### src/rtl/rvdt_pkg.sv
// Shared types and helpers for the RVDT ratiometric position calculator.
package rvdt_pkg;

    typedef enum logic [1:0] {
        IDLE,
        DIVIDE,
        OUTPUT
    } ratio_state_t;

    // Largest positive Q1.(w-1) code; the negative side is kept symmetric.
    function automatic int ratio_max(input int out_width);
        return (1 << (out_width - 1)) - 1;
    endfunction

endpackage

### src/rtl/rvdt_ratio_calc_if.sv
// Sample-in / ratio-out bundle between the demodulators, the ratio block and readout.
interface rvdt_ratio_calc_if #(
    parameter int IN_WIDTH  = 16,
    parameter int OUT_WIDTH = 14
);
    logic [IN_WIDTH-1:0]         s1_i;
    logic                        s1_valid_i;
    logic [IN_WIDTH-1:0]         s2_i;
    logic                        s2_valid_i;
    logic signed [OUT_WIDTH-1:0] ratio_o;
    logic                        valid_o;
    logic                        busy_o;
    logic                        div_zero_o;
    logic                        pair_error_o;

    modport master (
        output s1_i, s1_valid_i, s2_i, s2_valid_i,
        input  ratio_o, valid_o, busy_o, div_zero_o, pair_error_o
    );

    modport slave (
        input  s1_i, s1_valid_i, s2_i, s2_valid_i,
        output ratio_o, valid_o, busy_o, div_zero_o, pair_error_o
    );
endinterface

### src/rtl/seq_udiv.sv
// Unsigned restoring divider producing Q_W fractional quotient bits, one per cycle.
module seq_udiv #(
    parameter int NUM_W = 17,
    parameter int DEN_W = 17,
    parameter int Q_W   = 13
) (
    input  logic             clk_i,
    input  logic             reset_ni,
    input  logic             start_i,
    input  logic [NUM_W-1:0] num_i,
    input  logic [DEN_W-1:0] den_i,
    output logic [Q_W-1:0]   quot_o,
    output logic             done_o
);
    localparam int CNT_W = (Q_W > 1) ? $clog2(Q_W) : 1;

    logic [DEN_W-1:0] rem;
    logic [DEN_W-1:0] den;
    logic [Q_W-1:0]   quot;
    logic [CNT_W-1:0] cnt;
    logic             active;
    logic             done;
    logic [DEN_W:0]   trial;

    assign trial = {rem, 1'b0};

    // Numerator is expected to be <= denominator, so the quotient is a pure fraction.
    always_ff @(posedge clk_i or negedge reset_ni) begin
        if (!reset_ni) begin
            rem    <= '0;
            den    <= '0;
            quot   <= '0;
            cnt    <= '0;
            active <= 1'b0;
            done   <= 1'b0;
        end else if (start_i) begin
            rem    <= DEN_W'(num_i);
            den    <= den_i;
            quot   <= '0;
            cnt    <= '0;
            active <= 1'b1;
            done   <= 1'b0;
        end else if (active) begin
            if (trial >= {1'b0, den}) begin
                rem  <= DEN_W'(trial - {1'b0, den});
                quot <= {quot[Q_W-2:0], 1'b1};
            end else begin
                rem  <= DEN_W'(trial);
                quot <= {quot[Q_W-2:0], 1'b0};
            end
            cnt <= cnt + CNT_W'(1);
            if (cnt == CNT_W'(Q_W - 1)) begin
                active <= 1'b0;
                done   <= 1'b1;
            end
        end else begin
            done <= 1'b0;
        end
    end

    assign quot_o = quot;
    assign done_o = done;
endmodule

### src/rtl/rvdt_ratio_calc.sv
// Pairs S1/S2 demodulated amplitudes and computes (S1-S2)/(S1+S2) as a signed Q1 fraction.
module rvdt_ratio_calc
    import rvdt_pkg::*;
#(
    parameter int IN_WIDTH     = 16,
    parameter int OUT_WIDTH    = 14,
    parameter int PAIR_TIMEOUT = 4095
) (
    input logic               clk_i,
    input logic               reset_ni,
    rvdt_ratio_calc_if.slave  bus
);
    localparam int SUM_W  = IN_WIDTH + 1;
    localparam int FRAC_W = OUT_WIDTH - 1;
    localparam int TMO_W  = $clog2(PAIR_TIMEOUT + 1);
    localparam logic [OUT_WIDTH-1:0] RMAX = OUT_WIDTH'(ratio_max(OUT_WIDTH));

    ratio_state_t          state;
    logic [IN_WIDTH-1:0]   s1_hold, s2_hold;
    logic                  have_s1, have_s2;
    logic [TMO_W-1:0]      tmo_cnt;
    logic signed [OUT_WIDTH-1:0] ratio_q;
    logic                  valid_q, busy_q, div_zero_q, pair_error_q;
    logic                  neg_r, sat_r, zero_r;

    logic                  load, h1, h2, have_s1_n, have_s2_n;
    logic                  overwrite, lone, any_strobe, tmo_hit;
    logic [SUM_W-1:0]      sum;
    logic [IN_WIDTH-1:0]   mag;
    logic                  neg;
    logic [FRAC_W-1:0]     quot;
    logic                  div_done;
    logic [OUT_WIDTH-1:0]  q_mag;

    // A pair is consumed from OUTPUT as well as IDLE so back-to-back pairs keep full throughput.
    always_comb begin
        load       = ((state == IDLE) || (state == OUTPUT)) && have_s1 && have_s2;
        h1         = have_s1 && !load;
        h2         = have_s2 && !load;
        have_s1_n  = h1 || bus.s1_valid_i;
        have_s2_n  = h2 || bus.s2_valid_i;
        overwrite  = (bus.s1_valid_i && h1) || (bus.s2_valid_i && h2);
        any_strobe = bus.s1_valid_i || bus.s2_valid_i;
        lone       = have_s1_n ^ have_s2_n;
        tmo_hit    = lone && !any_strobe && (tmo_cnt == TMO_W'(PAIR_TIMEOUT - 1));
        sum        = SUM_W'(s1_hold) + SUM_W'(s2_hold);
        neg        = s2_hold > s1_hold;
        mag        = neg ? (s2_hold - s1_hold) : (s1_hold - s2_hold);
        q_mag      = sat_r ? RMAX : {1'b0, quot};
    end

    // Capture and timeout run in every FSM state; a fresh strobe restarts the wait.
    always_ff @(posedge clk_i or negedge reset_ni) begin
        if (!reset_ni) begin
            s1_hold      <= '0;
            s2_hold      <= '0;
            have_s1      <= 1'b0;
            have_s2      <= 1'b0;
            tmo_cnt      <= '0;
            pair_error_q <= 1'b0;
        end else begin
            if (bus.s1_valid_i) s1_hold <= bus.s1_i;
            if (bus.s2_valid_i) s2_hold <= bus.s2_i;
            have_s1      <= have_s1_n && !tmo_hit;
            have_s2      <= have_s2_n && !tmo_hit;
            pair_error_q <= overwrite || tmo_hit;
            if (!lone || any_strobe || tmo_hit) tmo_cnt <= '0;
            else                                tmo_cnt <= tmo_cnt + TMO_W'(1);
        end
    end

    seq_udiv #(
        .NUM_W (SUM_W),
        .DEN_W (SUM_W),
        .Q_W   (FRAC_W)
    ) u_div (
        .clk_i    (clk_i),
        .reset_ni (reset_ni),
        .start_i  (load),
        .num_i    (SUM_W'(mag)),
        .den_i    (sum),
        .quot_o   (quot),
        .done_o   (div_done)
    );

    // Sign, saturation and zero flags are latched at load since the hold regs may refill.
    always_ff @(posedge clk_i or negedge reset_ni) begin
        if (!reset_ni) begin
            state      <= IDLE;
            ratio_q    <= '0;
            valid_q    <= 1'b0;
            busy_q     <= 1'b0;
            div_zero_q <= 1'b0;
            neg_r      <= 1'b0;
            sat_r      <= 1'b0;
            zero_r     <= 1'b0;
        end else begin
            valid_q    <= 1'b0;
            div_zero_q <= 1'b0;
            case (state)
                IDLE, OUTPUT: begin
                    if (load) begin
                        state  <= DIVIDE;
                        busy_q <= 1'b1;
                        neg_r  <= neg;
                        sat_r  <= (SUM_W'(mag) == sum);
                        zero_r <= (sum == '0);
                    end else begin
                        state  <= IDLE;
                        busy_q <= 1'b0;
                    end
                end
                DIVIDE: begin
                    busy_q <= 1'b1;
                    if (div_done) begin
                        state      <= OUTPUT;
                        valid_q    <= 1'b1;
                        div_zero_q <= zero_r;
                        if (zero_r)     ratio_q <= '0;
                        else if (neg_r) ratio_q <= -$signed(q_mag);
                        else            ratio_q <= $signed(q_mag);
                    end
                end
                default: begin
                    state  <= IDLE;
                    busy_q <= 1'b0;
                end
            endcase
        end
    end

    assign bus.ratio_o      = ratio_q;
    assign bus.valid_o      = valid_q;
    assign bus.busy_o       = busy_q;
    assign bus.div_zero_o   = div_zero_q;
    assign bus.pair_error_o = pair_error_q;
endmodule

### src/flat_wrapper.sv
// flat-port wrapper written by rule: the top's interface ports become plain ports
module rvdt_ratio_calc_flat import rvdt_pkg::*;
#(
    parameter int IN_WIDTH     = 16,
    parameter int OUT_WIDTH    = 14,
    parameter int PAIR_TIMEOUT = 4095
)
  (clk_i, reset_ni, bus_s1_i, bus_s1_valid_i, bus_s2_i, bus_s2_valid_i, bus_ratio_o, bus_valid_o, bus_busy_o, bus_div_zero_o, bus_pair_error_o);
  rvdt_ratio_calc_if #(.IN_WIDTH(IN_WIDTH), .OUT_WIDTH(OUT_WIDTH)) bus_i ();
  input logic clk_i;
  input logic reset_ni;
  input wire logic [$bits(bus_i.s1_i)-1:0] bus_s1_i;
  input wire logic [$bits(bus_i.s1_valid_i)-1:0] bus_s1_valid_i;
  input wire logic [$bits(bus_i.s2_i)-1:0] bus_s2_i;
  input wire logic [$bits(bus_i.s2_valid_i)-1:0] bus_s2_valid_i;
  output wire logic [$bits(bus_i.ratio_o)-1:0] bus_ratio_o;
  output wire logic [$bits(bus_i.valid_o)-1:0] bus_valid_o;
  output wire logic [$bits(bus_i.busy_o)-1:0] bus_busy_o;
  output wire logic [$bits(bus_i.div_zero_o)-1:0] bus_div_zero_o;
  output wire logic [$bits(bus_i.pair_error_o)-1:0] bus_pair_error_o;
  assign bus_i.s1_i = bus_s1_i;
  assign bus_i.s1_valid_i = bus_s1_valid_i;
  assign bus_i.s2_i = bus_s2_i;
  assign bus_i.s2_valid_i = bus_s2_valid_i;
  assign bus_ratio_o = bus_i.ratio_o;
  assign bus_valid_o = bus_i.valid_o;
  assign bus_busy_o = bus_i.busy_o;
  assign bus_div_zero_o = bus_i.div_zero_o;
  assign bus_pair_error_o = bus_i.pair_error_o;
  rvdt_ratio_calc #(.IN_WIDTH(IN_WIDTH), .OUT_WIDTH(OUT_WIDTH), .PAIR_TIMEOUT(PAIR_TIMEOUT)) u_core (.clk_i(clk_i), .reset_ni(reset_ni), .bus(bus_i));
endmodule
### config.mk
export PLATFORM = sky130hd
export DESIGN_NAME = rvdt_ratio_calc_flat
export DESIGN_NICKNAME = d
export VERILOG_FILES = /design/src/rtl/rvdt_pkg.sv /design/src/rtl/rvdt_ratio_calc_if.sv /design/src/rtl/seq_udiv.sv /design/src/rtl/rvdt_ratio_calc.sv /design/src/flat_wrapper.sv
export SDC_FILE = /design/constraint.sdc
export NUM_CORES = 1
export LEC_CHECK = 0
export BUFFER_PORTS_ARGS = -buffer_cell sky130_fd_sc_hd__buf_2
export CAP_MARGIN = 0
export CORE_MARGIN = 1.5
export CORE_UTILIZATION = 32
export CTS_CLUSTER_SIZE = 10
export DETAILED_ROUTE_END_ITERATION = 10
export SLEW_MARGIN = 5
export SYNTH_ARGS = -nofsm -noshare
export SYNTH_HDL_FRONTEND = slang
export SYNTH_SLANG_ARGS = --single-unit
### constraint.sdc
create_clock -name clk_i -period 4.55 [get_ports clk_i]
set_input_delay 0 -clock clk_i [delete_from_list [all_inputs] [get_ports clk_i]]
set_output_delay 0 -clock clk_i [all_outputs]
set_load 0.02 [all_outputs]
## Word-level counts from Yosys, hierarchy flattened

Index checks and enable logic that the tools add are counted.
W data, S select, Z words.

- Add/sub/neg operators: 7
- Order comparisons: 2
- Equal/unequal tests: 7
- Multiplexer cells: 28
- Bitwise gates (word level): 1
- Reductions and logical operators: 28

Operators by type and width:

| cell | count |
|---|---|
| $mux W17 | 3 |
| $mux W13 | 3 |
| $sub A16 B16 Y16 | 2 |
| $mux W14 | 2 |
| $ge A18 B17 Y1 | 1 |
| $add A16 B16 Y17 | 1 |
| $eq A16 B17 Y1 | 1 |
| $logic_not A17 Y1 | 1 |
| $sub A17 B17 Y17 | 1 |
| $gt A16 B16 Y1 | 1 |
| $mux W16 | 1 |
| $neg A14 Y14 | 1 |
| $mux W1 | 13 |
| $add A12 B1 Y12 const B | 1 |
| $eq A12 B12 Y1 const B | 1 |
| $mux W12 | 1 |
| $logic_and A1 B1 Y1 | 10 |
| $logic_or A1 B1 Y1 | 8 |
| $mux W4 | 2 |
| $add A4 B1 Y4 const B | 1 |
| $eq A4 B4 Y1 const B | 1 |
| $logic_not A1 Y1 | 4 |
| $pmux W2 S2 | 1 |
| $reduce_and A2 Y1 | 2 |
| other kinds (10) | 10 |

- Register bits: 122
- Output and inout port bits: 18
- Logic and storage cells: 93

## Depth between registers and ports, before layout

- Depth in word-level cells: 12
- Gate-level depth with buffers: 16
- Depth with buffers taken out: 14

## Hierarchy

From an unflattened synthesis, not the netlist that was laid out.

- Cell total of the unflattened synthesis: 1062
- Area total of the unflattened synthesis: 9255.1 um2

By module, submodules not included:

| module | instances | cells an instance | area each (um2) | sequential area each (um2) |
|---|---|---|---|---|
| rvdt_ratio_calc | 1 | 657 | 5619.1 | 1726.7 |
| seq_udiv | 1 | 405 | 3636.0 | 1326.3 |

## Worst setup path before layout

Ideal clock, no wire load.

- Path kind: register to register
- Start: reg u_core.s2_hold[14]
- End: reg u_core.sat_r
- Library setup time: 0.104 ns
- Data arrival time: 3.075 ns
- Data required time: 4.446 ns
- Slack: 1.371 ns
- Stages on the path, launching flop included: 15
- Buffers on the path: 2
- Period minus slack after synthesis: 3.179 ns
- Cells stage by stage: dfrtp_1 > inv_1 > ha_1 > buf_4 > nand4_4 > or2_1 > or4_4 > a21boi_1 > buf_6 > o32ai_2 > o21ai_1 > xor2_1 > nor4_2 > nand4_1 > o41ai_2

- Word-level cells in the longest chain between the ends: 3

RTL lines:

| item | RTL line | text |
|---|---|---|
| start, declared | rvdt_ratio_calc.sv:19 | `logic [IN_WIDTH-1:0] s1_hold, s2_hold;` |
| start signal, assigned | rvdt_ratio_calc.sv:63 | `if (bus.s2_valid_i) s2_hold <= bus.s2_i;` |
| $sub A16 B16 Y16 or $gt A16 B16 Y1 (tied branches) | rvdt_ratio_calc.sv:48, rvdt_ratio_calc.sv:47 |  |
| $mux W16 | rvdt_ratio_calc.sv:48 | `mag = neg ? (s2_hold - s1_hold) : (s1_hold - s2_hold);` |
| $eq A16 B17 Y1 * | rvdt_ratio_calc.sv:106 | `sat_r <= (SUM_W'(mag) == sum);` |
| end signal, assigned | rvdt_ratio_calc.sv:106 |  |
| end, declared | rvdt_ratio_calc.sv:24 | `logic neg_r, sat_r, zero_r;` |

Mark *: on every way between the ends. The rest lies on a longest branch, timed or not.
A chain may end at the register's enable or synchronous reset.

## Worst setup path in the final report

- Start: reg u_core.s2_hold[9]
- End: reg u_core.sat_r

Same word-level chain as after synthesis.

==> metrics <==
outcome=complete, no violations; post-CTS resize count=0; crit end category=register; Buffers on Ports=53; largest net degree at the start of global routing=56; crit path DAT=4260 ps; Routed WL per cell=14.4 µm; crit path time final=3970 ps; Mean Syn Cell Area=8.74 µm²; CP Launch Type=register; DRC=0; final hold slack=53.1 ps; GRT Resource Usage Total=15.2%; post-synthesis register bit count=122; post-route antenna net violation count=0; CP max-delay cell=or4_4; Core Area=26100 µm²; CP peak stage delay=580 ps; drt initial violations=439; most common cell in the netlist=dfrtp_1; die height=166 µm; critical path class=reg -> reg; peak supply drop=0.284 mV; Layout area overhead=16.6%; Fmax=252 MHz; CP max FO=17; power density over the cells=660 nW/µm²; H-tree depth=4; vias in the first global route=7095; Max Root-Sink Buffers=2; ys async rst share=100%; Die Area=27700 µm²; vias=6912; CP Launch Point=u_core.s2_hold[9]$_DFFE_PN0P_; final WL=20100 µm; grt ovf=0; die width=166 µm; Buffers & Inverters on Critical Path=2; Synth Instances=977; Crit path top cell by count=nand4_1; Final Hold Fails=0; Slew Viols, Final=0; Rows=59; cell chain of the critical path=inv_1, ha_1, nand4_1, or2_1, or4_4, a21boi_2, buf_4, mux2i_1, xnor2_1, nand4_1, nor4_2, nand4_1, o41ai_2; Synth Flop Type=dfrtp_1; period utilisation layout=87.3%; first-pass iteration count of the detailed router=6; nets@finish=1150; Net Count, Synth=1086; Netlist cell types=70; num ports=54; Leak=4.68 nW; clock latency on the worst-skew pair=410 ps; number of CTS-inserted buffers=17; setup TNS=0 ps; clock tree sinks=122; Post-DP HPWL=14900 µm; layout cell share with drive strength beyond 1=11.1%; antenna violations before repair=0; Post-synth EDFFs=0; Synth top cells by count=dfrtp_1 (122), nand2_1 (107), nor2_1 (87); via density per instance=4.98; clock skew=10.1 ps; global-route wire length before repair=34900 µm; Slew @ Worst Pin=1030 ps; Final Wtd Congestion=0.877; Worst Hold Class=in -> async; Synthesis Warnings=0; Inserted Diodes=0; CP delay by family, top=simple AND/OR/NAND/NOR gates; Clk pin slew, worst setup/hold paths=60 ps; worst endpoint required time=4840 ps; Slew Limit Headroom=31.5%; unrepaired setup endpoints after global routing=false; Yosys top cell by area=dfrtp_1; Starting Density=32.7%; count of final setup violators=0; R2R Path Start=u_core.s2_hold[9]$_DFFE_PN0P_; Syn Std Cell Area=8540 µm²; TritonCTS clock tree=done; clock root buffer=clkbuf_16; top-area cell type share of the netlist area=35.8%; post-synthesis sequential area ratio=35.8%; Max-Cap Viols=0; dominant cells by area after synthesis=dfrtp_1 (36%), ha_1 (10%), o21ai_0 (4.7%)
==> routing by layer <==
layer / GRT usage [%] / up-vias / part of all wire (%)
li1: - / 3512 / -
met1: 20.1 / 3274 / 49
met2: 25.1 / 99 / 46
met3: 2.19 / 27 / 2.0
met4: 6.05 / 0 / 2.7
met5: 0 / - / 0
==> cells in the final DEF, fill, tap and decap left out, drive strengths merged, types with 5 or more instances in the layout <==
cell type / count
and3: 6
dlygate4sd3: 33
a22o: 9
or2: 6
nor4: 6
clkinv: 7
nor2: 87
o31ai: 13
clkbuf: 18
ha: 69
nand3: 13
xor2: 35
buf: 62
o21ai: 89
nand4: 16
inv: 80
xnor2: 42
mux2i: 35
a21oi: 50
nand2b: 7
a21boi: 5
or3: 7
a31oi: 9
nand2: 107
dfrtp: 122
a211oi: 7
o211ai: 18
a21o: 10
o21bai: 11
nor2b: 10
nor3: 12
==> worst paths after layout <==
| kind | to | slack (ps) | cells after the start |
|---|---|---|---|
| min reg2reg | u_core.state[0]$_DFFE_PN0P_ | 460 | 1 |
| max | u_core.sat_r$_DFFE_PN0P_ | 580 | 13 |
| max reg2reg | u_core.sat_r$_DFFE_PN0P_ | 580 | 13 |
| min | u_core.s2_hold[3]$_DFFE_PN0P_ | 50 | 2 |
| min in group clk_i | u_core.s2_hold[10]$_DFFE_PN0P_ | 130 | 3 |
| max in group asynchronous | u_core.u_div.active$_DFF_PN0_ | 3410 | 3 |
==> repair_timing <==
item	4_1_cts	5_1_grt
endpoints found under the hold margin	61	0
buffers inserted	0	0
hold buffers	33	0
==> where the power goes <==
part	internal (W)	switching, W
Sequential	0.00144	0.000322
Clock	0.000709	0.000547
Combinational	0.00157	0.00199
==> worst register-to-register path, cell delays in order (launching register included) <==
cell	delay, ps
dfrtp_1	370
inv_1	70
ha_1	500
nand4_1	210
or2_1	270
or4_4	580
a21boi_2	190
buf_4	240
mux2i_1	520
xnor2_1	180
nand4_1	160
nor4_2	160
nand4_1	140
o41ai_2	260
==> per-stage QoR <==
step / setup WS, ps / util (%) / cells / power, W / area [µm²]
6_report: 580 / 38.1 / 1389 / 0.00657 / 9960
3_3_place_gp: 696 / 34.7 / 1324 / 0.00528 / 9080
4_1_cts: 556 / 38.1 / 1389 / 0.00662 / 9960
5_1_grt: 361 / 38.1 / 1389 / 0.00721 / 9960
2_1_floorplan: 1370 / - / 977 / 0.00452 / 8540
3_5_place_dp: 588 / 34.7 / 1324 / 0.00532 / 9080
==> registers in the layout (all words and copies together) (netlist names), 2 cells and up <==
| register | flops |
|---|---|
| u_core.bus.ratio_o | 14 |
| u_core.u_div.quot_o | 13 |
| u_core.s1_hold | 16 |
| u_core.state | 2 |
| u_core.u_div.cnt | 4 |
| u_core.tmo_cnt | 12 |
| u_core.u_div.rem | 17 |
| u_core.u_div.den | 17 |
| u_core.s2_hold | 16 |
==> cells by family after synthesis <==
kind of cell	count (synthesis)	synth area share, %
compound gates	253	19.0
xor+xnor	77	7.90
fa+ha+maj	73	11.0
buf+inv	126	5.96
flops	122	35.8
mux	39	4.92
simple gates	287	15.4
==> final cells by class <==
cell class                 instances  area [µm²]
timing repair buffer              95         666
multi-input combinational        729        4990
fill                            2674       16200
clock inverter                    14         116
inverter                          76         285
sequential                       122        3050
tap                              335         419
clock buffer                      18         429
Note: power is estimated with default switching activity, not from simulation.
